===== src/rtl/gamepad_pkg.sv =====
// Shared constants and FSM state types for the gamepad-to-switch bridge.
//   PAD_*  : bit positions inside the USB report byte {R,L,D,U,START,SELECT,B,A}
//   SW_*   : bit positions inside the game switch vector {C2,S2,C1,S1,J1,R1,L1,D1,U1}
//   coin_st_e / rst_st_e : coin-pulse and game-reset sequencer states
package gamepad_pkg;

  localparam int PAD_A      = 0;
  localparam int PAD_B      = 1;
  localparam int PAD_SELECT = 2;
  localparam int PAD_START  = 3;
  localparam int PAD_U      = 4;
  localparam int PAD_D      = 5;
  localparam int PAD_L      = 6;
  localparam int PAD_R      = 7;

  localparam int SW_U  = 0;
  localparam int SW_D  = 1;
  localparam int SW_L  = 2;
  localparam int SW_R  = 3;
  localparam int SW_J1 = 4;
  localparam int SW_S1 = 5;
  localparam int SW_C1 = 6;
  localparam int SW_S2 = 7;
  localparam int SW_C2 = 8;

  typedef enum logic [1:0] {
    COIN_IDLE  = 2'd0,
    COIN_PULSE = 2'd1,
    COIN_GAP   = 2'd2
  } coin_st_e;

  typedef enum logic [1:0] {
    RST_HOLD    = 2'd0,
    RST_WAIT_VS = 2'd1,
    RST_RUN     = 2'd2
  } rst_st_e;

endpackage


===== src/rtl/gamepad_sw_ctrl_ms_tick_counter.sv =====
// ms_tick_counter: millisecond-tick interval counter.
//   clk_i/rst_ni : clock, async active-low reset (count returns to 0)
//   tick_i       : 1 ms strobe; each strobe advances the count by one
//   clr_i        : restart the interval (count <= 0), wins over tick_i
//   done_o       : LIMIT ticks have elapsed since the last clear; the count
//                  holds there until cleared again
module ms_tick_counter #(
  parameter int unsigned LIMIT = 1
) (
  input  logic clk_i,
  input  logic rst_ni,
  input  logic tick_i,
  input  logic clr_i,
  output logic done_o
);

  localparam int unsigned W = $clog2(LIMIT + 1);

  logic [W-1:0] cnt_q, cnt_d;

  assign done_o = (cnt_q == W'(LIMIT));

  always_comb begin
    cnt_d = cnt_q;
    if (clr_i)                  cnt_d = '0;
    else if (tick_i && !done_o) cnt_d = cnt_q + 1'b1;
  end

  always_ff @(posedge clk_i or negedge rst_ni) begin
    if (!rst_ni) cnt_q <= '0;
    else         cnt_q <= cnt_d;
  end

endmodule


===== src/rtl/gamepad_sw_ctrl.sv =====
// gamepad_sw_ctrl: USB gamepad report -> galaxian I_SW switch vector and
// game-core reset sequencer, all in the clk24 domain.
//   clk24, BTN_nRESET : clock, async active-low reset
//   pad_data/pad_ena  : report byte and its one-cycle valid strobe
//   vsync_in          : asynchronous VSYNC; game reset releases on its rising edge
//   sw_out            : registered {C2,S2,C1,S1,J1,R1,L1,D1,U1}, 0 while game in reset
//   game_rst_n        : active-low reset to the game core
//   pad_alive         : a report arrived within the last TIMEOUT_MS
//   led               : low nibble of the latched report
// Build option: define AUTOFIRE_EN to make a held A button fire a square wave
// with AUTOFIRE_MS half-period; otherwise J1 follows A directly.
module gamepad_sw_ctrl
  import gamepad_pkg::*;
#(
  parameter int unsigned TICK_DIV    = 24000,
  parameter int unsigned TIMEOUT_MS  = 100,
  parameter int unsigned COIN_MS     = 80,
  parameter int unsigned COIN_GAP_MS = 200,
  parameter int unsigned HOLD_MS     = 2000,
  parameter int unsigned RST_MS      = 50,
  parameter int unsigned AUTOFIRE_MS = 33
) (
  input  logic       clk24,
  input  logic       BTN_nRESET,
  input  logic [7:0] pad_data,
  input  logic       pad_ena,
  input  logic       vsync_in,
  output logic [8:0] sw_out,
  output logic       game_rst_n,
  output logic       pad_alive,
  output logic [3:0] led
);

  if (TICK_DIV < 1 || TIMEOUT_MS < 1 || COIN_MS < 1 || COIN_GAP_MS < 1 ||
      HOLD_MS < 1 || RST_MS < 1 || AUTOFIRE_MS < 1) begin : g_param_err
    $error("gamepad_sw_ctrl: all timing parameters must be >= 1");
  end

  localparam int unsigned PW = $clog2(TICK_DIV + 1);

  logic [PW-1:0] presc_q, presc_d;
  logic [7:0]    rpt_q, rpt_d;
  logic          alive_q, alive_d;
  logic          b_prev_q;
  logic          armed_q, armed_d;
  coin_st_e      coin_q, coin_d;
  rst_st_e       rst_st_q, rst_st_d;
  logic [2:0]    vs_q;
  logic [8:0]    sw_q, sw_d;
  logic          game_rst_n_q;

  logic tick, tmo_done, coin_done, gap_done, hold_done, rcnt_done;
  logic run, b_rise, combo, req, vs_rise, j1;

  // ---- 1 ms prescaler ----
  assign tick    = (presc_q == PW'(TICK_DIV - 1));
  assign presc_d = tick ? '0 : presc_q + 1'b1;

  // ---- report latch with dead-pad timeout; a fresh report beats expiry ----
  ms_tick_counter #(.LIMIT(TIMEOUT_MS)) u_tmo (
    .clk_i(clk24), .rst_ni(BTN_nRESET), .tick_i(tick), .clr_i(pad_ena), .done_o(tmo_done)
  );

  always_comb begin
    rpt_d   = rpt_q;
    alive_d = alive_q;
    if (pad_ena) begin
      rpt_d   = pad_data;
      alive_d = 1'b1;
    end else if (tmo_done) begin
      rpt_d   = '0;
      alive_d = 1'b0;
    end
  end

  assign run    = (rst_st_q == RST_RUN);
  assign b_rise = rpt_q[PAD_B] & ~b_prev_q;

  // ---- coin pulse shaper: each phase ends on the first tick after its
  //      counter is satisfied, so the first (partial) tick never shortens it ----
  ms_tick_counter #(.LIMIT(COIN_MS)) u_coin (
    .clk_i(clk24), .rst_ni(BTN_nRESET), .tick_i(tick),
    .clr_i(coin_q != COIN_PULSE), .done_o(coin_done)
  );
  ms_tick_counter #(.LIMIT(COIN_GAP_MS)) u_gap (
    .clk_i(clk24), .rst_ni(BTN_nRESET), .tick_i(tick),
    .clr_i(coin_q != COIN_GAP), .done_o(gap_done)
  );

  always_comb begin
    coin_d = coin_q;
    unique case (coin_q)
      COIN_IDLE:  if (b_rise)             coin_d = COIN_PULSE;
      COIN_PULSE: if (tick && coin_done)  coin_d = COIN_GAP;
      COIN_GAP:   if (tick && gap_done)   coin_d = COIN_IDLE;
      default:                            coin_d = COIN_IDLE;
    endcase
    if (!run) coin_d = COIN_IDLE;
  end

  // ---- START+SELECT hold combo; re-arms only once both are released ----
  assign combo = rpt_q[PAD_START] & rpt_q[PAD_SELECT];

  ms_tick_counter #(.LIMIT(HOLD_MS)) u_hold (
    .clk_i(clk24), .rst_ni(BTN_nRESET), .tick_i(tick), .clr_i(!combo), .done_o(hold_done)
  );

  assign req = combo & hold_done & armed_q;

  always_comb begin
    armed_d = armed_q;
    if (req)                                          armed_d = 1'b0;
    else if (!rpt_q[PAD_START] && !rpt_q[PAD_SELECT]) armed_d = 1'b1;
  end

  // ---- VSYNC: two sync flops, third flop for edge detect ----
  assign vs_rise = vs_q[1] & ~vs_q[2];

  // ---- game reset sequencer; counter sits at 0 outside HOLD so every
  //      entry into HOLD starts a full RST_MS interval ----
  ms_tick_counter #(.LIMIT(RST_MS)) u_rst (
    .clk_i(clk24), .rst_ni(BTN_nRESET), .tick_i(tick),
    .clr_i(rst_st_q != RST_HOLD), .done_o(rcnt_done)
  );

  always_comb begin
    rst_st_d = rst_st_q;
    unique case (rst_st_q)
      RST_HOLD:    if (rcnt_done) rst_st_d = RST_WAIT_VS;
      RST_WAIT_VS: if (vs_rise)   rst_st_d = RST_RUN;
      RST_RUN:     if (req)       rst_st_d = RST_HOLD;
      default:                    rst_st_d = RST_HOLD;
    endcase
  end

  // ---- fire button ----
`ifdef AUTOFIRE_EN
  logic af_ph_q, af_ph_d, af_done;

  ms_tick_counter #(.LIMIT(AUTOFIRE_MS)) u_af (
    .clk_i(clk24), .rst_ni(BTN_nRESET), .tick_i(tick),
    .clr_i(!rpt_q[PAD_A] || af_done), .done_o(af_done)
  );

  // Phase parks high while A is up so the next press fires immediately.
  always_comb begin
    af_ph_d = af_ph_q;
    if (!rpt_q[PAD_A]) af_ph_d = 1'b1;
    else if (af_done)  af_ph_d = ~af_ph_q;
  end

  always_ff @(posedge clk24 or negedge BTN_nRESET) begin
    if (!BTN_nRESET) af_ph_q <= 1'b1;
    else             af_ph_q <= af_ph_d;
  end

  assign j1 = rpt_q[PAD_A] & af_ph_q;
`else
  assign j1 = rpt_q[PAD_A];
`endif

  // ---- switch vector; opposing directions cancel to neutral ----
  always_comb begin
    sw_d = '0;
    if (run) begin
      sw_d[SW_U]  = rpt_q[PAD_U] & ~rpt_q[PAD_D];
      sw_d[SW_D]  = rpt_q[PAD_D] & ~rpt_q[PAD_U];
      sw_d[SW_L]  = rpt_q[PAD_L] & ~rpt_q[PAD_R];
      sw_d[SW_R]  = rpt_q[PAD_R] & ~rpt_q[PAD_L];
      sw_d[SW_J1] = j1;
      sw_d[SW_S1] = rpt_q[PAD_START];
      sw_d[SW_C1] = (coin_q == COIN_PULSE);
      sw_d[SW_S2] = 1'b0;
      sw_d[SW_C2] = 1'b0;
    end
  end

  always_ff @(posedge clk24 or negedge BTN_nRESET) begin
    if (!BTN_nRESET) begin
      presc_q      <= '0;
      rpt_q        <= '0;
      alive_q      <= 1'b0;
      b_prev_q     <= 1'b0;
      armed_q      <= 1'b0;
      coin_q       <= COIN_IDLE;
      rst_st_q     <= RST_HOLD;
      vs_q         <= '0;
      sw_q         <= '0;
      game_rst_n_q <= 1'b0;
    end else begin
      presc_q      <= presc_d;
      rpt_q        <= rpt_d;
      alive_q      <= alive_d;
      b_prev_q     <= rpt_q[PAD_B];
      armed_q      <= armed_d;
      coin_q       <= coin_d;
      rst_st_q     <= rst_st_d;
      vs_q         <= {vs_q[1:0], vsync_in};
      sw_q         <= sw_d;
      game_rst_n_q <= (rst_st_d == RST_RUN);
    end
  end

  assign sw_out     = sw_q;
  assign game_rst_n = game_rst_n_q;
  assign pad_alive  = alive_q;
  assign led        = rpt_q[3:0];

endmodule


===== config.mk =====
export PLATFORM = sky130hd
export DESIGN_NAME = gamepad_sw_ctrl
export DESIGN_NICKNAME = d
export VERILOG_FILES = /design/src/rtl/gamepad_pkg.sv /design/src/rtl/gamepad_sw_ctrl_ms_tick_counter.sv /design/src/rtl/gamepad_sw_ctrl.sv
export SDC_FILE = /design/constraint.sdc
export NUM_CORES = 1
export LEC_CHECK = 0
export ABC_AREA = 1
export ABC_CLOCK_PERIOD_IN_PS = 2500
export BUFFER_PORTS_ARGS = -buffer_cell sky130_fd_sc_hd__buf_2
export CAP_MARGIN = 5
export CORE_AREA = 2 2 90 92
export CTS_CLUSTER_DIAMETER = 80
export DETAILED_ROUTE_END_ITERATION = 10
export DIE_AREA = 0 0 92 94
export PLACE_DENSITY_LB_ADDON = 0.08
export SYNTH_ARGS = -nofsm -noshare
export SYNTH_HDL_FRONTEND = slang
export SYNTH_HIERARCHICAL = 1
export SYNTH_SLANG_ARGS = --single-unit

===== constraint.sdc =====
create_clock -name clk24 -period 2.5 [get_ports clk24]
set_input_delay 0.25 -clock clk24 [delete_from_list [all_inputs] [get_ports clk24]]
set_output_delay 0.25 -clock clk24 [all_outputs]
set_load 0.01 [all_outputs]

Yosys cells after proc, flatten, opt, wreduce, memory -nomap -nowiden
Index checks and enable logic that the tools add are counted.
Operators by class
  add/sub/neg operators: 6
  $mul: 0
  divide/modulo/power cells: 0
  magnitude comparators: 0
  eq/ne operators: 17
  shift-type cells: 0
  mux-type cells: 27
  bitwise operators: 15
  reductions and logical operators: 25
Operators by type and width (number)
  $mux 7: 5
  $mux 8: 4
  $mux 11: 2
  $add 15x1->15 const B: 1
  $eq 15x15->1 const B: 1
  $mux 15: 1
  $add 7x1->7 const B: 2
  $eq 7x7->1 const B: 2
  $mux 2: 7
  $reduce_bool 2->1: 7
  $mux 6: 2
  $pmux 2 s3: 2
  $add 11x1->11 const B: 1
  $eq 11x11->1 const B: 1
  $and 1x1->1: 9
  $ne 3x3->1 const B: 3
  $add 8x1->8 const B: 1
  $eq 8x8->1 const B: 1
  $logic_and 1x1->1: 8
  $logic_not 1->1: 7
  $add 6x1->6 const B: 1
  $eq 2x2->1 const B: 3
  $eq 6x6->1 const B: 1
  $not 1->1: 6
  6 further kinds: 12
Word-level totals
  bits in registers: 82
  bits in latches: 0
  bits in writable memories: 0
  memory bits (read-only): 0
  input bits: 12
  logic and storage cells: 105
  memories kept: 0

Logic depth before layout (Yosys ltp)
Gate-level depths: netlist (run 1).
  depth after elaboration: 6
  mapped depth: 11

Cells and area by module
The synthesis (run 1) kept the hierarchy.
Modules (own cells, without submodules)
  gamepad_sw_ctrl: times used 1, cells each 202, area each 1814.2 um^2
  ms_tick_counter at u_hold: times used 1, cells each 100, area each 730.7 um^2
  ms_tick_counter at u_gap: times used 1, cells each 76, area each 539.3 um^2
  ms_tick_counter at u_coin: times used 1, cells each 68, area each 499.2 um^2
  ms_tick_counter at u_tmo: times used 1, cells each 69, area each 484.2 um^2
  ms_tick_counter at u_rst: times used 1, cells each 54, area each 426.7 um^2

Worst setup path before layout (run 1)
OpenSTA, ideal clock, no wires.
  kind: register to register
  start point: reg presc_q[0]
  end point: reg u_gap.cnt_q[6]
  arrival time: 1850 ps
  setup slack: 532 ps
  cell stages (with the launch flop): 11
  path buffers: 0
  cells stage by stage: dfrtp_1 -> ha_1 -> nand3_2 -> nor2_2 -> nand2_2 -> inv_1 -> inv_2 -> nor2_4 -> nor2_8 -> nand2_1 -> nand2_1
On the way
  cells in the longest elaborated chain, start to end: 3
RTL lines
  from (decl): line gamepad_sw_ctrl.sv:41  | logic [PW-1:0] presc_q, presc_d;
  from (signal assigned): line gamepad_sw_ctrl.sv:191  | presc_q <= presc_d;
  $eq 15x15->1: line gamepad_sw_ctrl.sv:56  | assign tick = (presc_q == PW'(TICK_DIV - 1));
  via tick: line gamepad_sw_ctrl.sv:52  | logic tick, tmo_done, coin_done, gap_done, hold_done, rcnt_done;
  $logic_and 1x1->1: line gamepad_sw_ctrl_ms_tick_counter.sv:26  | else if (tick_i && !done_o) cnt_d = cnt_q + 1'b1;
  $reduce_bool 2->1 (no line)
  to (signal assigned): line gamepad_sw_ctrl_ms_tick_counter.sv:31  | else cnt_q <= cnt_d;
  to (decl): line gamepad_sw_ctrl_ms_tick_counter.sv:19  | logic [W-1:0] cnt_q, cnt_d;
The timed path passes the listed nets, and every way through them passes these cells.
A chain may end at the register's enable or synchronous reset.

Final worst setup path (run 1)
  start point: reg presc_q[0]
  end point: reg u_tmo.cnt_q[0]
On the way
  cells in the longest elaborated chain, start to end: 3
RTL lines (line)
  $eq 15x15->1: gamepad_sw_ctrl.sv:56
  via tick: gamepad_sw_ctrl.sv:52
  $logic_and 1x1->1: gamepad_sw_ctrl_ms_tick_counter.sv:26
  $reduce_bool 2->1 (no line)
  to (signal assigned): gamepad_sw_ctrl_ms_tick_counter.sv:31
  to (decl): gamepad_sw_ctrl_ms_tick_counter.sv:19
The timed path passes the listed nets, and every way through them passes these cells.

==> impl_metrics.ini, run 1 <==
[sta]
fin_setup_tns_ns = 0
clock_skew_ns = 0.00841
drv_slew = 0
rsz0062_at_grt = false
relSlewSlack = 0.664
period_share = 0.787
hold_viol = 0
fmax_mhz = 509
setup-violations-final = 0
fin_ws_ns = 0.534
min_period_ns = 1.97
tightest_slew_ns = 0.505
holdWs_ns = 0.115

[synth]
synth-async-reset-ratio = 1.00
synth-warning-count = 6
synth-compound-area-share = 0.0440
syn-cell-area_um2 = 4490
synth_area_leaders = dfrtp_1 (45%), nand2_1 (12%), inv_1 (6.5%)
synth_cell_types = 43
muxShareOfSynthArea = 0
syn_avg_cell_area_um2 = 7.90
ys.flop_type = dfrtp_1
ys_ff_latch = 80
synth_top_area_cell = dfrtp_1
synth_top_family_by_area = simple AND/OR/NAND/NOR gates
synthAdderAreaFrac = 0.0306
synth_top_area_frac = 0.445
synth_common_cells = nand2_1 (147), dfrtp_1 (80), inv_1 (78), nor2_1 (56), nand3_1 (52)
syn_inst = 569
synth_edf_count = 0
synth_xor_area_frac = 0.0214
yosys.cell_count.top_type = nand2_1
ys_seq_area_frac = 0.445
synthSimpleGateAreaFrac = 0.354

[status]
status = complete, no violations

[clocking]
cts_sinks = 80
post_cts_buffers = 0
ctsResizeCount = 0
cts_buffers = 9
path_clk_slew_ns = 0.07
cts_tree = done
clock_latency_ns = 0.34
root_buffer = clkbuf_8
clk_path_buf_depth = 2
h-tree-depth = 3

[placement]
finalWeightedCongestion = 0.824
dpl_worst_slack_ns = 0.540
dpl-instance-area_um2 = 4670
port_buffers = 24
post-dp-hpwl_um = 5980

[routing]
drc = 0
vias_per_cell = 5.11
drt_iter0_drc = 127
drt-total-wl_um = 8230
vias = 3580
wire_per_inst_um = 11.8
antenna_left = 0
dr.pass1.iters = 4

[global_routing]
grt_pass1_wl_um = 14800
antenna_found_initial = 0
globalRouteOverflowTotal = 0
grt_max_degree = 43
globalRouteTotalUtil = 0.212
grt_pass1_vias = 3344

[hold_path]
hold_class = in2reg
min-delay-start = pad_data[6]

[floorplanning]
io_pins = 27
die_height_um = 94
die_width_um = 92
initial_core_util = 0.591
fp.dieArea_um2 = 8650
rows = 32
fp.coreArea_um2 = 7610

[cells_and_area]
post-route-util = 0.637
antennaDiodeCount = 0
syn2layout_area_growth_pct = 7.74
drive_above_1_share = 0.149
nNetsFinal = 618
final_area_um2 = 4840

[worst_setup_path]
crit_chain = ha_1 > nand3_2 > nor2_2 > nand2_2 > inv_1 > buf_4 > nand2_4 > o21ai_1 > nor2_1
crit_type = reg2reg
timing.rr.start = presc_q[0]$_DFF_PN0_
worst_setup_path_start_kind = flop
crit_fanout = 13
arrival_ns = 2.20
slowest_delay_ns = 0.38
crit_path_top_delay_cell = dfrtp_1
cp.required_ns = 2.73
cp-end-kind = flop
critical_path.startpoint = presc_q[0]$_DFF_PN0_

[run]
drv_cap = 0

[power_and_ir_drop]
vdd_ir_drop_max_v = 0.000345
p_leak_nw = 2.46
cellPowerDensity_nw_per_um2 = 456
[registers in the layout (all words and copies together) (netlist names), 3 cells and up]
name and count:
vs_q 3, u_tmo/cnt_q 7, u_hold/cnt_q 11, u_coin/cnt_q 7
presc_q 15, sw_out 7, u_gap/cnt_q 8, u_rst/cnt_q 6
rpt_q 8
[report_power, final]
part	total, W	switching (W)	internal (W)
logic	0.0000893	0.0000636	0.0000258
registers	0.00132	0.00000927	0.00131
clock network	0.000800	0.000423	0.000377
[critical path, delay by kind of cell, from the launching register on]
kind	cells	cell delay [ns]
DFF	1	0.38
and+or+nand+nor	5	0.62
AOI/OAI and AO/OA	1	0.13
adders and majority gates	1	0.21
buffers and inverters	2	0.52
[area by class of cell]
cell class | instances | area, µm²
multi-input combinational | 383 | 2030
inverter | 93 | 358
timing repair buffer | 28 | 170
tap | 102 | 128
sequential | 80 | 2000
fill | 692 | 2770
clock inverter | 1 | 5.00
clock buffer | 13 | 149
[through the flow]
| stage | total power (W) | std cells |
|---|---|---|
| final | 0.00221 | 700 |
| after global routing | 0.00231 | 700 |
| after CTS | 0.00224 | 700 |
| after detailed placement | 0.00143 | 684 |
| after global placement | 0.00143 | 684 |
| after floorplan | 0.00139 | 570 |
[cells in the final DEF, fill, tap and decap left out, types with 3 or more instances in the layout]
cell type and instances:
nand2_2 7, nand3_1 52, dfrtp_1 80, buf_2 23, nor3_1 9, o21ai_1 4, nand2_1 147, o21bai_1 3
nand3_2 3, nor2_2 8, nand4_1 21, nand2_4 5, nor2_1 56, o21ai_0 14, nor2_4 5, inv_1 78
xor2_1 10, clkbuf_8 10, inv_2 10, nor2_8 3, ha_1 11, clkbuf_1 3, a21oi_1 6
[what timing repair did]
| action | CTS | global route |
|---|---|---|
| endpoints found under the hold margin | 39 | 0 |
| hold buffers | 2 | 0 |
| endpoints found under the setup margin | 0 | 0 |
[cell families after synthesis]
kind of cell               count (synthesis)
and+or+nand+nor                          325
other                                      1
adders and majority gates                 11
xor gates and xnor gates                  11
buffers and inverters                    107
AOI/OAI and AO/OA                         34
DFF                                       80
[final timing paths]
| path | end | slack, ns | cells after the start |
|---|---|---|---|
| max in group asynchronous | u_hold/cnt_q[10]$_DFFE_PN0P_ | 1.50 | 3 |
| min | rpt_q[6]$_DFFE_PN0P_ | 0.12 | 3 |
| max reg2reg | u_tmo/cnt_q[0]$_DFFE_PN0P_ | 0.53 | 9 |
| max | u_tmo/cnt_q[0]$_DFFE_PN0P_ | 0.53 | 9 |
| min reg2reg | vs_q[1]$_DFF_PN0_ | 0.36 | 0 |
| min in group asynchronous | presc_q[8]$_DFF_PN0_ | 0.41 | 2 |
[metal layers]
layer	vias up	global-route usage	wire (µm)
li1	1836	-	-
met1	1680	0.284	3930
met2	59	0.359	3880
met3	5	0.0409	347
met4	0	0.0485	75
met5	-	0	0
No activity file was read; power rests on OpenSTA's default activity.
==> run 2, diff against run 1 <==
--- a/config.mk
+++ b/config.mk
@@ -5,14 +5,14 @@
 export SDC_FILE = /design/constraint.sdc
 export NUM_CORES = 1
 export LEC_CHECK = 0
-export ABC_AREA = 1
-export ABC_CLOCK_PERIOD_IN_PS = 2500
+export ABC_AREA = 0
+export ABC_CLOCK_PERIOD_IN_PS = 1950
 export BUFFER_PORTS_ARGS = -buffer_cell sky130_fd_sc_hd__buf_2
 export CAP_MARGIN = 5
-export CORE_AREA = 2 2 90 92
+export CORE_AREA = 2 2 86 88
 export CTS_CLUSTER_DIAMETER = 80
 export DETAILED_ROUTE_END_ITERATION = 10
-export DIE_AREA = 0 0 92 94
+export DIE_AREA = 0 0 88 90
 export PLACE_DENSITY_LB_ADDON = 0.08
 export SYNTH_ARGS = -nofsm -noshare
 export SYNTH_HDL_FRONTEND = slang
==> constraint.sdc (replaced) <==
create_clock -name clk24 -period 1.95 [get_ports clk24]
set_input_delay 0.195 -clock clk24 [delete_from_list [all_inputs] [get_ports clk24]]
set_output_delay 0.195 -clock clk24 [all_outputs]
set_load 0.01 [all_outputs]
==> impl_metrics.ini, run 2 <==
[global_routing]
grt_max_degree = 52
grt_pass1_vias = 3309
antenna_found_initial = 0
globalRouteOverflowTotal = 0
globalRouteTotalUtil = 0.238
grt_pass1_wl_um = 15000

[clocking]
clk_path_buf_depth = 2
cts_tree = done
h-tree-depth = 3
root_buffer = clkbuf_8
cts_buffers = 9
path_clk_slew_ns = 0.09
clock_latency_ns = 0.34
cts_sinks = 80

[sta]
setup-violations-final = 36
hold_viol = 0
rsz0062_at_grt = true
fin_ws_ns = -0.223
min_period_ns = 2.17
clock_skew_ns = 0.00819
fmax_mhz = 460
period_share = 1.11
relSlewSlack = 0.574
drv_slew = 0
tightest_slew_ns = 0.638

[worst_setup_path]
timing.rr.start = presc_q[13]$_DFF_PN0_
r2r_setup_slack_ns = -0.22
cp.required_ns = 2.18
crit_type = reg2reg
crit_path_top_delay_cell = or4b_4
slowest_delay_ns = 0.56
critPathTopFamily = simple AND/OR/NAND/NOR gates
cp-end-kind = flop
cp_num_buf_inv = 2
crit_fanout = 11
crit_chain = or4b_4 > nor4_4 > buf_4 > buf_12 > nand4_1 > a31oi_2 > mux2_4
worst_setup_path_start_kind = flop
critical_path.startpoint = presc_q[13]$_DFF_PN0_
arrival_ns = 2.40

[synth]
synth-async-reset-ratio = 1.00
ys_seq_area_frac = 0.486
yosys.cell_count.top_type = dfrtp_1
synth_top_area_frac = 0.486
ys_ff_latch = 80
synth_edf_count = 0
synth_cell_types = 66
syn-cell-area_um2 = 4120
synth_common_cells = dfrtp_1 (80), nand2_1 (35), nor2_1 (33), a21oi_1 (20), o21ai_0 (20)
synth_top_area_cell = dfrtp_1
synth-warning-count = 6
ys.flop_type = dfrtp_1
synth_area_leaders = dfrtp_1 (49%), ha_1 (3.3%), nand2_1 (3.2%)
syn_inst = 409
syn_avg_cell_area_um2 = 10.1

[cells_and_area]
nNetsFinal = 498
largest_reg_flops = 15
multiInputGateArea_um2 = 2110
syn2layout_area_growth_pct = 23.0
layout_commonest_cell = dfrtp_1
nFillCells = 517
antennaDiodeCount = 0
top_regs = presc_q (15), u_hold/cnt_q (11)
register_area_um2 = 2000
drive_above_1_share = 0.283
finalNonFillerCells = 579
largest-register = presc_q
post-route-util = 0.721
final_area_um2 = 5060
final_cell_mix = dfrtp_1 (80), buf_4 (39), nor2_1 (33)

[routing]
drc = 0
drt-total-wl_um = 8760
antenna_left = 0
dr.pass1.iters = 4
vias_per_cell = 5.69
wire_per_inst_um = 15.1
vias = 3295
drt_iter0_drc = 141

[floorplanning]
io_pins = 27
initial_core_util = 0.587
die_height_um = 90
rows = 31
die_width_um = 88
fp.dieArea_um2 = 7920
fp.coreArea_um2 = 7020

[placement]
post-dp-hpwl_um = 5760
dpl-instance-area_um2 = 4610
finalWeightedCongestion = 0.837
dpl_worst_slack_ns = -0.236
port_buffers = 24
placed_cells = 551

[power_and_ir_drop]
power.total_w = 0.00306
cellPowerDensity_nw_per_um2 = 605
p_leak_nw = 2.24
vdd_ir_drop_max_v = 0.000365

[hold_path]
min-delay-start = pad_data[3]
hold_class = in2reg

[status]
violations = setup timing
status = finished, violations left

[run]
drv_cap = 0
[run 2: final timing paths]
kind / end / cells past startpoint
max in group asynchronous: u_tmo/cnt_q[5]$_DFFE_PN0P_ / 3
worst max register to register: u_tmo/cnt_q[3]$_DFFE_PN0P_ / 7
worst min-delay path: rpt_q[3]$_DFFE_PN0P_ / 3
worst max-delay path: u_tmo/cnt_q[3]$_DFFE_PN0P_ / 7
worst min register to register: vs_q[1]$_DFF_PN0_ / 0
min in group asynchronous: presc_q[2]$_DFF_PN0_ / 2
[run 2: final cells by class]
class | count | share of cell area
flip-flops and latches | 80 | 0.395
multi-input cells | 295 | 0.417
clock inverters | 7 | 0.0158
inverters | 17 | 0.0126
clock buffers | 9 | 0.0245
well taps | 99 | 0.0245
repair buffers | 72 | 0.111
[run 2: tightest hold or removal path: stages]
cell	delay (ns)
buf_2	0.07
nand2_1	0.04
o21ai_0	0.06
[run 2: what timing repair did]
item	4_1_cts	5_1_grt
pin swaps	4	13
setup buffers	4	7
endpoints found under the hold margin	51	0
setup endpoints to repair	28	38
resized for setup	12	23
hold buffers	2	0
gates cloned	2	0
[run 2: report_power, final]
| part | total, W | switching, W | internal (W) |
|---|---|---|---|
| Sequential | 0.00170 | 0.0000202 | 0.00168 |
| Combinational | 0.000109 | 0.0000706 | 0.0000382 |
| Clock | 0.00126 | 0.000650 | 0.000607 |
| Total | 0.00306 | 0.000741 | 0.00232 |
[run 2: per-stage QoR]
stage	hold slack, ns	setup TNS, ns
6_report	0.0596	-4.33
5_1_grt	0.0578	-9.93
4_1_cts	0.0501	-4.08
3_5_place_dp	0.268	-2.98
3_3_place_gp	0.261	-1.75
2_1_floorplan	-0.101	-12.18
[run 2: logic make-up after synthesis]
group                      share of synthesized area
xor gates and xnor gates                      0.0361
and+or+nand+nor                                0.265
muxes                                         0.0289
DFF                                            0.486
other                                       0.000910
buffers and inverters                         0.0386
AOI/OAI and AO/OA                              0.111
adders and majority gates                     0.0334
[run 2: per-layer routing]
layer | GRT usage | vias to the layer above | share of wire
met5 | 0 | - | 0
met4 | 0.0795 | 0 | 0.012
met3 | 0.0367 | 11 | 0.025
met2 | 0.372 | 43 | 0.50
met1 | 0.337 | 1651 | 0.46
li1 | - | 1590 | -
==> run 3, diff against run 2 <==
--- a/config.mk
+++ b/config.mk
@@ -9,10 +9,10 @@
 export ABC_CLOCK_PERIOD_IN_PS = 1950
 export BUFFER_PORTS_ARGS = -buffer_cell sky130_fd_sc_hd__buf_2
 export CAP_MARGIN = 5
-export CORE_AREA = 2 2 86 88
+export CORE_AREA = 4 4 88 90
 export CTS_CLUSTER_DIAMETER = 80
 export DETAILED_ROUTE_END_ITERATION = 10
-export DIE_AREA = 0 0 88 90
+export DIE_AREA = 0 0 92 94
 export PLACE_DENSITY_LB_ADDON = 0.08
 export SYNTH_ARGS = -nofsm -noshare
 export SYNTH_HDL_FRONTEND = slang
==> impl_metrics.ini, run 3 (synthesis results as in run 2) <==
[status]
status = finished, violations left
violations = setup timing

[cells_and_area]
final_cell_mix = dfrtp_1 (80), buf_4 (35), nor2_1 (33)
finalNonFillerCells = 580
top_regs = presc_q (15), u_hold/cnt_q (11)
syn2layout_area_growth_pct = 25.1
antennaDiodeCount = 0
final_area_um2 = 5150
post-route-util = 0.730
nNetsFinal = 499
drive_above_1_share = 0.289
largest_reg_flops = 15
layout_commonest_cell = dfrtp_1
largest-register = presc_q

[clocking]
cts_buffers = 9
path_clk_slew_ns = 0.08
h-tree-depth = 3
clock_latency_ns = 0.35
cts_tree = done
clk_path_buf_depth = 2
cts_sinks = 80
root_buffer = clkbuf_8

[worst_setup_path]
crit_type = reg2reg
cp.required_ns = 2.19
worst_setup_path_start_kind = flop
rr_worst_depth = 7
cp-end-kind = flop
crit_fanout = 5
arrival_ns = 2.44

[sta]
relSlewSlack = 0.629
min_period_ns = 2.20
drv_slew = 0
period_share = 1.13
setup-violations-final = 39
tightest_slew_ns = 0.557
fin_ws_ns = -0.253
hold_viol = 0
clock_skew_ns = 0.00869
fmax_mhz = 454
holdWs_ns = 0.0437
rsz0062_at_grt = true

[global_routing]
antenna_found_initial = 0
globalRouteOverflowTotal = 0
globalRouteTotalUtil = 0.217
grt_pass1_vias = 3283
grt_pass1_wl_um = 15000
grt_max_degree = 44

[placement]
port_buffers = 24
placed_cells = 550
dpl_worst_slack_ns = -0.212
finalWeightedCongestion = 0.817
post-dp-hpwl_um = 5940
dpl-instance-area_um2 = 4600

[run]
drv_cap = 0

[floorplanning]
io_pins = 27
fp.coreArea_um2 = 7060
rows = 31
fp.dieArea_um2 = 8650
die_width_um = 92
die_height_um = 94
initial_core_util = 0.583

[routing]
vias_per_cell = 5.70
dr.pass1.iters = 4
drt_iter0_drc = 163
wire_per_inst_um = 15.5
vias = 3308
drc = 0
antenna_left = 0
drt-total-wl_um = 9020

[hold_path]
hold_class = in2reg
min_path_cells = 3

[power_and_ir_drop]
vdd_ir_drop_max_v = 0.000409
p_leak_nw = 2.27
cellPowerDensity_nw_per_um2 = 594
-- run 3: worst max-delay path: stages, from the launching register on --
cell	delay (ns)
dfrtp_1	0.38
or4b_4	0.56
nor4_4	0.17
buf_6	0.19
buf_12	0.13
nand4_1	0.09
a31oi_1	0.24
mux2_4	0.32
-- run 3: per-stage QoR --
step           total power (W)  setup TNS [ns]
4_1_cts                0.00309           -3.96
5_1_grt                0.00318           -7.53
6_report               0.00306           -4.25
3_3_place_gp           0.00183           -1.63
3_5_place_dp           0.00184           -2.72
2_1_floorplan          0.00177          -12.18
-- run 3: layout make-up --
| class | instances | area (µm²) |
|---|---|---|
| inverter | 17 | 71.3 |
| multi-input combinational | 295 | 2140 |
| clock buffer | 10 | 138 |
| sequential | 80 | 2000 |
| tap | 99 | 124 |
| clock inverter | 6 | 67.6 |
| timing repair buffer | 73 | 607 |
| fill | 505 | 1910 |
-- run 3: worst paths after layout --
check / start / to / slack (ns)
worst min-delay path: pad_data[2] / rpt_q[2]$_DFFE_PN0P_ / 0.04
worst max-delay path: presc_q[13]$_DFF_PN0_ / u_tmo/cnt_q[3]$_DFFE_PN0P_ / -0.25
worst max register to register: presc_q[13]$_DFF_PN0_ / u_tmo/cnt_q[3]$_DFFE_PN0P_ / -0.25
min in group asynchronous: BTN_nRESET / presc_q[11]$_DFF_PN0_ / 0.37
max in group asynchronous: BTN_nRESET / pad_alive$_DFFE_PN0P_ / 0.98
worst min register to register: vs_q[0]$_DFF_PN0_ / vs_q[1]$_DFF_PN0_ / 0.36
-- run 3: power by group --
| part | switching (W) | internal [W] |
|---|---|---|
| Combinational | 0.0000704 | 0.0000394 |
| Clock | 0.000623 | 0.000630 |
| Sequential | 0.0000180 | 0.00168 |
-- run 3: what timing repair did --
| item | in CTS | in global routing |
|---|---|---|
| setup buffers | 8 | 3 |
| hold endpoints to repair | 42 | 0 |
| cloned | 3 | 0 |
| setup endpoints to repair | 31 | 41 |
| gates resized for setup | 25 | 25 |
| hold buffers | 2 | 0 |
| pin swaps | 13 | 7 |
-- run 3: metal layers --
| layer | track usage | part of all wire |
|---|---|---|
| met1 | 0.277 | 0.45 |
| met2 | 0.371 | 0.51 |
| met3 | 0.0345 | 0.031 |
| met4 | 0.0891 | 0.012 |
| met5 | 0 | 0 |
